<file path="src/rtl/sic_alu_lock_arbiter_pkg.sv">
// Shared types for the SIC/ALU lock arbiter: ALU request/answer, slot owner record,
// and the wrap-aware issue-id age compare reused by other age-ordered arbiters.
package sic_alu_lock_arbiter_pkg;

  localparam int ALU_DATA_W  = 16;
  localparam int OWNER_IDX_W = 8;

  typedef enum logic [1:0] {
    ALU_ADD = 2'd0,
    ALU_SUB = 2'd1,
    ALU_AND = 2'd2,
    ALU_OR  = 2'd3
  } alu_op_e;

  typedef struct packed {
    logic                  valid;
    alu_op_e               op;
    logic [ALU_DATA_W-1:0] a;
    logic [ALU_DATA_W-1:0] b;
  } alu_req_t;

  typedef struct packed {
    logic                  valid;
    logic [ALU_DATA_W-1:0] result;
  } alu_ans_t;

  typedef struct packed {
    logic                   valid;
    logic [OWNER_IDX_W-1:0] idx;
  } alu_owner_t;

  // a is older than b when (a-b), taken at 'width' bits, is negative.
  function automatic logic issue_id_older(input logic [31:0] a,
                                          input logic [31:0] b,
                                          input int unsigned width);
    logic [31:0] diff;
    diff = a - b;
    return diff[width-1];
  endfunction

endpackage

</file>
<file path="src/rtl/sic_alu_lock_arbiter_age_picker.sv">
// sic_age_picker: combinational one-hot pick of the oldest eligible SIC.
// Age ordering only when SIC_ALU_ARB_AGE_PRIORITY_EN is defined, else lowest index wins.
module sic_age_picker
  import sic_alu_lock_arbiter_pkg::*;
#(
  parameter int NUM_SIC  = 4,
  parameter int ID_WIDTH = 8
) (
  input  logic [NUM_SIC-1:0]  i_elig,
  input  logic [ID_WIDTH-1:0] i_ids [NUM_SIC],
  output logic [NUM_SIC-1:0]  o_pick
);

  logic [NUM_SIC-1:0] w_first;

  // Lowest-index eligible requester.
  always_comb begin : p_first
    logic found;
    found   = 1'b0;
    w_first = '0;
    for (int i = 0; i < NUM_SIC; i++) begin
      w_first[i] = i_elig[i] & ~found;
      found      = found | i_elig[i];
    end
  end

`ifdef SIC_ALU_ARB_AGE_PRIORITY_EN
  logic [NUM_SIC-1:0] w_win;

  // A SIC wins when no other eligible SIC is older, equal ids going to the lower index.
  always_comb begin
    w_win = '0;
    for (int i = 0; i < NUM_SIC; i++) begin
      w_win[i] = i_elig[i];
      for (int j = 0; j < NUM_SIC; j++) begin
        w_win[i] = w_win[i] & ~(i_elig[j] & (j != i) &
                   (issue_id_older(32'(i_ids[j]), 32'(i_ids[i]), ID_WIDTH) |
                    ((i_ids[j] == i_ids[i]) & (j < i))));
      end
    end
  end

  // Wrapped ids can form an age cycle with no winner; fall back to index order then.
  assign o_pick = (|w_win) ? w_win : w_first;
`else
  logic w_unused_ids;

  // Ids carry no meaning in fixed-priority mode.
  always_comb begin
    w_unused_ids = 1'b0;
    for (int i = 0; i < NUM_SIC; i++) begin
      w_unused_ids = w_unused_ids ^ (^i_ids[i]);
    end
  end

  assign o_pick = w_first;
`endif

endmodule

</file>
<file path="src/rtl/sic_alu_lock_arbiter.sv">
// Lock arbiter sharing NUM_ALU ALUs among NUM_SIC SICs, with op/answer routing.
// Ordering selected by SIC_ALU_ARB_AGE_PRIORITY_EN (age) or fixed low-index priority.
module sic_alu_lock_arbiter
  import sic_alu_lock_arbiter_pkg::*;
#(
  parameter int NUM_SIC  = 4,
  parameter int NUM_ALU  = 2,
  parameter int ID_WIDTH = 8
) (
  input  logic                clk,
  input  logic                rst_n,
  input  logic [NUM_SIC-1:0]  i_req,
  input  logic [ID_WIDTH-1:0] i_req_issue_id [NUM_SIC],
  input  logic [NUM_SIC-1:0]  i_release_lock,
  output logic [NUM_SIC-1:0]  o_grant,
  input  alu_req_t            i_sic_alu_req [NUM_SIC],
  output alu_ans_t            o_sic_alu_ans [NUM_SIC],
  output alu_req_t            o_alu_req_out [NUM_ALU],
  input  alu_ans_t            i_alu_ans_in [NUM_ALU],
  output logic [NUM_ALU-1:0]  o_alu_busy
);

  localparam int IDX_W = (NUM_SIC > 1) ? $clog2(NUM_SIC) : 1;

  logic [NUM_ALU-1:0] r_owner_valid;
  logic [IDX_W-1:0]   r_owner_idx [NUM_ALU];
  logic [NUM_SIC-1:0] r_grant;

  logic [NUM_SIC-1:0] w_elig;
  logic [NUM_SIC-1:0] w_pick [NUM_ALU];
  logic [IDX_W-1:0]   w_pick_idx [NUM_ALU];
  logic [NUM_ALU-1:0] w_nxt_valid;
  logic [IDX_W-1:0]   w_nxt_idx [NUM_ALU];
  logic [NUM_SIC-1:0] w_nxt_grant;

  // r_grant mirrors ownership, so it doubles as the "already owns a slot" mask.
  assign w_elig = i_req & ~r_grant & ~i_release_lock;

  for (genvar k = 0; k < NUM_ALU; k++) begin : g_slot
    logic [NUM_SIC-1:0] w_mask_in;
    logic [NUM_SIC-1:0] w_pick_s;
    logic [NUM_SIC-1:0] w_mask_out;
    logic [IDX_W-1:0]   w_idx_s;

    if (k == 0) begin : g_head
      assign w_mask_in = w_elig;
    end else begin : g_tail
      assign w_mask_in = g_slot[k-1].w_mask_out;
    end

    sic_age_picker #(
      .NUM_SIC  (NUM_SIC),
      .ID_WIDTH (ID_WIDTH)
    ) u_picker (
      .i_elig (w_mask_in),
      .i_ids  (i_req_issue_id),
      .o_pick (w_pick_s)
    );

    // Only a slot free at cycle start consumes its pick.
    assign w_mask_out = r_owner_valid[k] ? w_mask_in : (w_mask_in & ~w_pick_s);

    // One-hot to index.
    always_comb begin
      w_idx_s = '0;
      for (int i = 0; i < NUM_SIC; i++) begin
        w_idx_s = w_idx_s | ({IDX_W{w_pick_s[i]}} & IDX_W'(i));
      end
    end

    assign w_pick[k]     = w_pick_s;
    assign w_pick_idx[k] = w_idx_s;
  end

  // Next owner state: owned slots drop only on their owner's release, free slots take their pick.
  always_comb begin
    w_nxt_valid = r_owner_valid;
    w_nxt_idx   = r_owner_idx;
    w_nxt_grant = '0;
    for (int k = 0; k < NUM_ALU; k++) begin
      if (r_owner_valid[k]) begin
        w_nxt_valid[k] = ~i_release_lock[r_owner_idx[k]];
      end else begin
        w_nxt_valid[k] = |w_pick[k];
        w_nxt_idx[k]   = w_pick_idx[k];
      end
    end
    for (int k = 0; k < NUM_ALU; k++) begin
      for (int i = 0; i < NUM_SIC; i++) begin
        w_nxt_grant[i] = w_nxt_grant[i] | (w_nxt_valid[k] & (w_nxt_idx[k] == IDX_W'(i)));
      end
    end
  end

  // Owner state and registered grant.
  always_ff @(posedge clk or negedge rst_n) begin
    if (!rst_n) begin
      r_owner_valid <= '0;
      r_grant       <= '0;
      for (int k = 0; k < NUM_ALU; k++) begin
        r_owner_idx[k] <= '0;
      end
    end else begin
      r_owner_valid <= w_nxt_valid;
      r_grant       <= w_nxt_grant;
      r_owner_idx   <= w_nxt_idx;
    end
  end

  assign o_grant    = r_grant;
  assign o_alu_busy = r_owner_valid;

  // Zero-latency routing between each owner and its ALU.
  always_comb begin
    for (int k = 0; k < NUM_ALU; k++) begin
      o_alu_req_out[k] = r_owner_valid[k] ? i_sic_alu_req[r_owner_idx[k]] : alu_req_t'('0);
    end
    for (int i = 0; i < NUM_SIC; i++) begin
      o_sic_alu_ans[i] = alu_ans_t'('0);
      for (int k = 0; k < NUM_ALU; k++) begin
        o_sic_alu_ans[i] = o_sic_alu_ans[i] |
          ((r_owner_valid[k] && (r_owner_idx[k] == IDX_W'(i))) ? i_alu_ans_in[k] : alu_ans_t'('0));
      end
    end
  end

  sic_alu_lock_arbiter_chk #(
    .NUM_ALU (NUM_ALU),
    .IDX_W   (IDX_W)
  ) u_chk (
    .clk           (clk),
    .rst_n         (rst_n),
    .i_owner_valid (r_owner_valid),
    .i_owner_idx   (r_owner_idx)
  );

endmodule

// Debug checker: no SIC may own two slots at once.
module sic_alu_lock_arbiter_chk #(
  parameter int NUM_ALU = 2,
  parameter int IDX_W   = 2
) (
  input logic               clk,
  input logic               rst_n,
  input logic [NUM_ALU-1:0] i_owner_valid,
  input logic [IDX_W-1:0]   i_owner_idx [NUM_ALU]
);

  logic w_dup;

  // Pairwise duplicate-owner detection.
  always_comb begin
    w_dup = 1'b0;
    for (int k = 0; k < NUM_ALU; k++) begin
      for (int m = k + 1; m < NUM_ALU; m++) begin
        w_dup = w_dup | (i_owner_valid[k] & i_owner_valid[m] &
                         (i_owner_idx[k] == i_owner_idx[m]));
      end
    end
  end

  a_single_slot_per_sic: assert property (@(posedge clk) disable iff (!rst_n) !w_dup);

endmodule

</file>
<file path="config.mk">
export PLATFORM = sky130hd
export DESIGN_NAME = sic_alu_lock_arbiter
export DESIGN_NICKNAME = d
export VERILOG_FILES = /design/src/rtl/sic_alu_lock_arbiter_pkg.sv /design/src/rtl/sic_alu_lock_arbiter_age_picker.sv /design/src/rtl/sic_alu_lock_arbiter.sv
export SDC_FILE = /design/constraint.sdc
export NUM_CORES = 1
export LEC_CHECK = 0
export CAP_MARGIN = 20
export CORE_AREA = 2 2 141 143
export CTS_BUF_LIST = sky130_fd_sc_hd__clkbuf_16
export DETAILED_ROUTE_END_ITERATION = 8
export DIE_AREA = 0 0 143 145
export DONT_BUFFER_PORTS = 1
export GPL_ROUTABILITY_DRIVEN = 0
export SYNTH_ARGS = -nofsm -noshare
export SYNTH_HDL_FRONTEND = slang
export SYNTH_SLANG_ARGS = --single-unit
</file>
<file path="constraint.sdc">
create_clock -name clk -period 1.8 [get_ports clk]
set_input_delay 0.27 -clock clk [delete_from_list [all_inputs] [get_ports clk]]
set_output_delay 0.27 -clock clk [all_outputs]
set_load 0.03 [all_outputs]
</file>
# Yosys cells after proc, flatten, opt, wreduce, memory -nomap -nowiden
# Cells that the tools add are included.
word_totals:
  output_inout_bits: 144
  ff_bits: 10
  input_bits: 216
  elab_cells: 105
op_classes:
  n_eq_ne: 12
  bitwise: 46
  n_reduce_logical: 14
  n_mux: 25
  order_cmp: 4
op_table:
  columns: ["operator", "count"]
  rows:
  - ["35-bit two-way mux", 6]
  - ["35-bit binary-select mux with 2-bit select", 2]
  - ["17-bit two-way mux", 8]
  - ["17-bit bitwise OR", 4]
  - ["2-bit == test (second input constant)", 8]
  - ["1-bit AND", 14]
  - ["4-bit AND", 3]
  - ["4-bit NOT", 3]
  - ["2-bit by 1-bit == test with 1-bit output (second input constant)", 4]
  - ["1-bit logical AND", 8]
  - ["2-bit zero test", 4]
  - ["1-bit NOT", 8]
  - ["1-bit bitwise OR", 8]
  - ["4-bit OR reduction", 2]
  - ["3-bit >= comparator (second input constant)", 2]
  - ["2-bit by 3-bit < comparator with 1-bit output (second input constant)", 2]
  - ["2-bit NOT with 3-bit output", 2]
  - ["1-bit binary-select mux with 2-bit select", 2]
  - ["1-bit two-way mux", 4]
  - ["2-bit two-way mux", 2]
  - ["4-bit two-way mux", 1]
  - ["1-bit by 2-bit bitwise OR with 2-bit output", 2]
  - ["2-bit bitwise OR", 2]

# Depth between registers and ports, before layout
logic_depth:
  word_depth: 19
  depth_mapped: 7
  mapped_depth_nobuf: 6

# By module
# Synthesis repeated with hierarchy kept, for this count alone.
unflattened:
  hier_cells: 345
  area_unflattened_um2: 2946.6
modules_own_cells:
  columns: ["module", "seq_area_each_um2", "cells_per_inst", "n_inst", "area_each_um2"]
  rows:
  - ["sic_alu_lock_arbiter", 250.2, 337, 1, 2874.0]
  - ["sic_age_picker", 0.0, 4, 2, 36.3]

# Worst setup path before layout
# No wires, ideal clock.
synth_timing:
  kind: "register -> output"
  start: "register r_owner_valid[0], in the netlist o_alu_busy[0]"
  end: "output o_alu_req_out[40] (netlist bit)"
  t_required_ps: 1530
  t_arrival_ps: 1750
  slack_ps: -220
  n_path_buf: 2
  path_stages_with_launch: 7
  cell_sequence: "dfrtp_1 > clkbuf_8 > inv_2 > nor3_4 > clkbuf_1 > a22o_1 > a221o_1"
synth_rtl:
  columns: ["element", "line_no", "source"]
  rows:
  - ["from (decl)", "sic_alu_lock_arbiter.sv:25", "logic [NUM_ALU-1:0] r_owner_valid;"]
  - ["from (signal assigned)", "sic_alu_lock_arbiter.sv:104", "r_owner_valid <= w_nxt_valid;"]
  - ["to (decl)", "sic_alu_lock_arbiter.sv:18", "output alu_req_t o_alu_req_out [NUM_ALU],"]

==> metrics.yaml <==
synth:
  ys_seq_area_frac: 0.0758
  synth-seq-cells: 10
  synth_cell_type_count: 47
  synth_cells: 342
  yosysWarnings: 0
  avgSynthCellArea_um2: 9.66
  syn-num-nets: 558
  syn_area_um2: 3300
clocking:
  root_buffer: "clkbuf_16"
  cts_tree: "done"
  cts_made_buffers: 3
  clock_latency_ps: 240
  htree_levels: 1
  clk_path_buf_depth: 2
  clk_pin_slew_ps: 40
  clock-sinks: 10
global_routing:
  grt_pass1_vias: 4199
  grt_max_degree: 38
  grt_pass1_wl_um: 25200
  grt_overflow: 0
  antenna_found_initial: 0
  grt_usage: 0.159
die:
  dieArea_um2: 20700
  coreArea_um2: 19200
  num_rows: 51
  fp.dieW_um: 143
  start_util: 0.172
  io_pins: 360
  die_y_um: 145
cells_and_area:
  antenna_cells: 0
  area_delta_synth_final_pct: 68.5
  ff_latch_area_um2: 258
  post_route_cells_drive_above_1_share: 0.697
  fin_util: 0.290
  nets: 629
  nFillCells: 1907
  multi_input_area_um2: 3440
run_status:
  violations: "negative setup slack"
  status: "complete, but fails checks"
power_and_ir_drop:
  total_power_w: 0.0146
  irDropWorstVdd_v: 0.00135
  cellPowerDensity_nw_per_um2: 2630
  p_leak_nw: 2.25
drt:
  wire_per_inst_um: 28.1
  wl_um: 19000
  drt-pass1-iter-count: 4
  viasPerCell: 5.82
  drc_errors: 0
  ant_nets: 0
  dr.first_iter.drc_count: 369
  vias: 3940
sta:
  max_freq_mhz: 489
  drv_slew: 0
  finalCritPeriodShare: 1.14
  setup_ws_ps: -246
  setup_violations: 111
  relSlewSlack: 0.675
  fin_tns_setup_ps: -14490
  post-route-min-period_ps: 2050
  worstMarginPinSlew_ps: 486
  clock_skew_ps: 6.27
  rsz0062_at_grt: "true"
  finalHoldViolations: 0
place:
  port_buffers: 0
  hpwl_um: 12700
  pre_cts_slack_ps: -158
worst_setup_path:
  crit_arrival_ps: 1780
  crit_path_end: "o_alu_req_out[40]"
  crit_required_ps: 1530
  regToRegEndpoint: "o_grant[3]$_DFF_PN0_"
  rr_startpoint: "o_grant[0]$_DFF_PN0_"
  start_kind: "register"
  cp-startpoint: "o_alu_busy[0]$_DFF_PN0_"
  path_max_fanout: 8
  rr_worst_depth: 5
  worstSetupPathType: "register to output port"
  end_kind: "output port"
  r2r_setup_slack_ps: 40
worst_hold_path:
  hp-class: "primary input to register"
job:
  max_cap_violations: 0
-- cell usage after synthesis, drive strengths merged --
library cell   n  area share
nand2b         2      0.0038
a32oi          1      0.0027
nand2         11       0.013
or3b           3      0.0095
a21oi          7       0.012
nor3b          4       0.011
clkbuf        16       0.030
o22ai          2      0.0057
a22o          87        0.23
maj3           1      0.0034
nor4b          1      0.0027
a22oi          3      0.0068
and3           3      0.0057
nor4           1      0.0019
and2          35       0.066
inv            4      0.0045
o22a           1      0.0027
a221o         34        0.10
a31oi          1      0.0019
xnor2          1      0.0027
buf           26       0.040
nor2b          2      0.0061
o221ai         1      0.0027
dfrtp         10       0.076
o21ai          3      0.0057
mux4          37        0.25
mux2i         15       0.045
nor2          22       0.026
nand4          1      0.0019
a211oi         2      0.0045
nor3           1      0.0049
o31ai          2      0.0087
nand3          1      0.0015
and2b          1      0.0027
-- repair_timing --
item / 4_1_cts / 5_1_grt
hold buffers: 1 / 0
endpoints found under the setup margin: 121 / 139
setup buffers: 19 / 11
gates resized for setup: 173 / 16
pin swaps: 23 / 27
gates cloned: 7 / 4
hold endpoints to repair: 10 / 0
-- cell usage in the layout, fill, tap and decap left out, drive strengths merged, types with 2 or more instances in the layout --
master  instances
nor2           22
mux4           37
o22ai           2
a211oi          2
nor2b           2
buf           101
a221o          34
o21ai           3
a21oi           7
dfrtp          10
and3            5
nand2          11
mux2i          15
a22o           87
or3b            3
nor3b           4
clkbuf          6
o31ai           2
nand2b          2
and2           35
inv             4
a22oi           3
-- power by group --
group          leakage (nW)  switching, W  internal (W)
registers             0.118      0.000142      0.000347
clock network        0.0385      0.000111      0.000292
logic                  2.10       0.00770       0.00606
total                  2.25       0.00795       0.00670
-- metal layers --
| layer | global-route usage | vias to the layer above | routed length [um] |
|---|---|---|---|
| li1 | - | 1600 | - |
| met2 | 0.285 | 328 | 9520 |
| met5 | 0 | - | 0 |
| met4 | 0.0505 | 0 | 499 |
| met1 | 0.178 | 1976 | 6940 |
| met3 | 0.0472 | 36 | 2040 |
-- stage by stage --
step / area (um^2) / std cells / hold WS [ps]
after floorplan: 3440 / 342 / -25.6
after global placement: 4290 / 635 / -25.1
final: 5570 / 677 / 259
after global routing: 5570 / 677 / 270
after CTS: 5340 / 665 / 267
after detailed placement: 4290 / 635 / -25.2
-- final cells by class --
type | count | share of cell area
Clock buffer | 3 | 0.0135
Inverter | 4 | 0.00270
Clock inverter | 1 | 0.000674
Multi-Input combinational cell | 288 | 0.617
Sequential cell | 10 | 0.0463
Timing Repair Buffer | 106 | 0.260
Tap cell | 265 | 0.0596
-- worst max-delay path, stage by stage (launching register included) --
cell and delay [ps]:
dfrtp_2 420, inv_2 80, nor3_4 50, buf_6 130, buf_12 140, a22o_1 210, a221o_1 320, buf_12 160
-- how the worst min path moves through the flow --
| stage | to | depth (start not counted) | slack (ps) | startpoint |
|---|---|---|---|---|
| final | o_grant[0]$_DFF_PN0_ | 2 | 260 | i_release_lock[0] |
| after global routing | o_grant[0]$_DFF_PN0_ | 2 | 270 | i_release_lock[0] |
| after CTS | o_grant[0]$_DFF_PN0_ | 2 | 270 | i_release_lock[0] |
| after detailed placement | o_grant[1]$_DFF_PN0_ | 0 | -30 | rst_n |
| after global placement | o_grant[2]$_DFF_PN0_ | 0 | -30 | rst_n |
| after floorplan | o_alu_busy[0]$_DFF_PN0_ | 0 | -30 | rst_n |
-- state kept, by name (all words and copies together), names as in the netlist --
register     cells
o_grant          4
r_owner_idx      4
o_alu_busy       2
-- cells by family after synthesis --
logic type | Yosys count | synth area share
AOI/OAI and AO/OA | 144 | 0.387
and+or+nand+nor | 88 | 0.156
muxes | 52 | 0.300
buffers and inverters | 46 | 0.0750
DFF | 10 | 0.0758
xor gates and xnor gates | 1 | 0.00265
adders and majority gates | 1 | 0.00341
No activity file was read; power rests on OpenSTA's default activity.
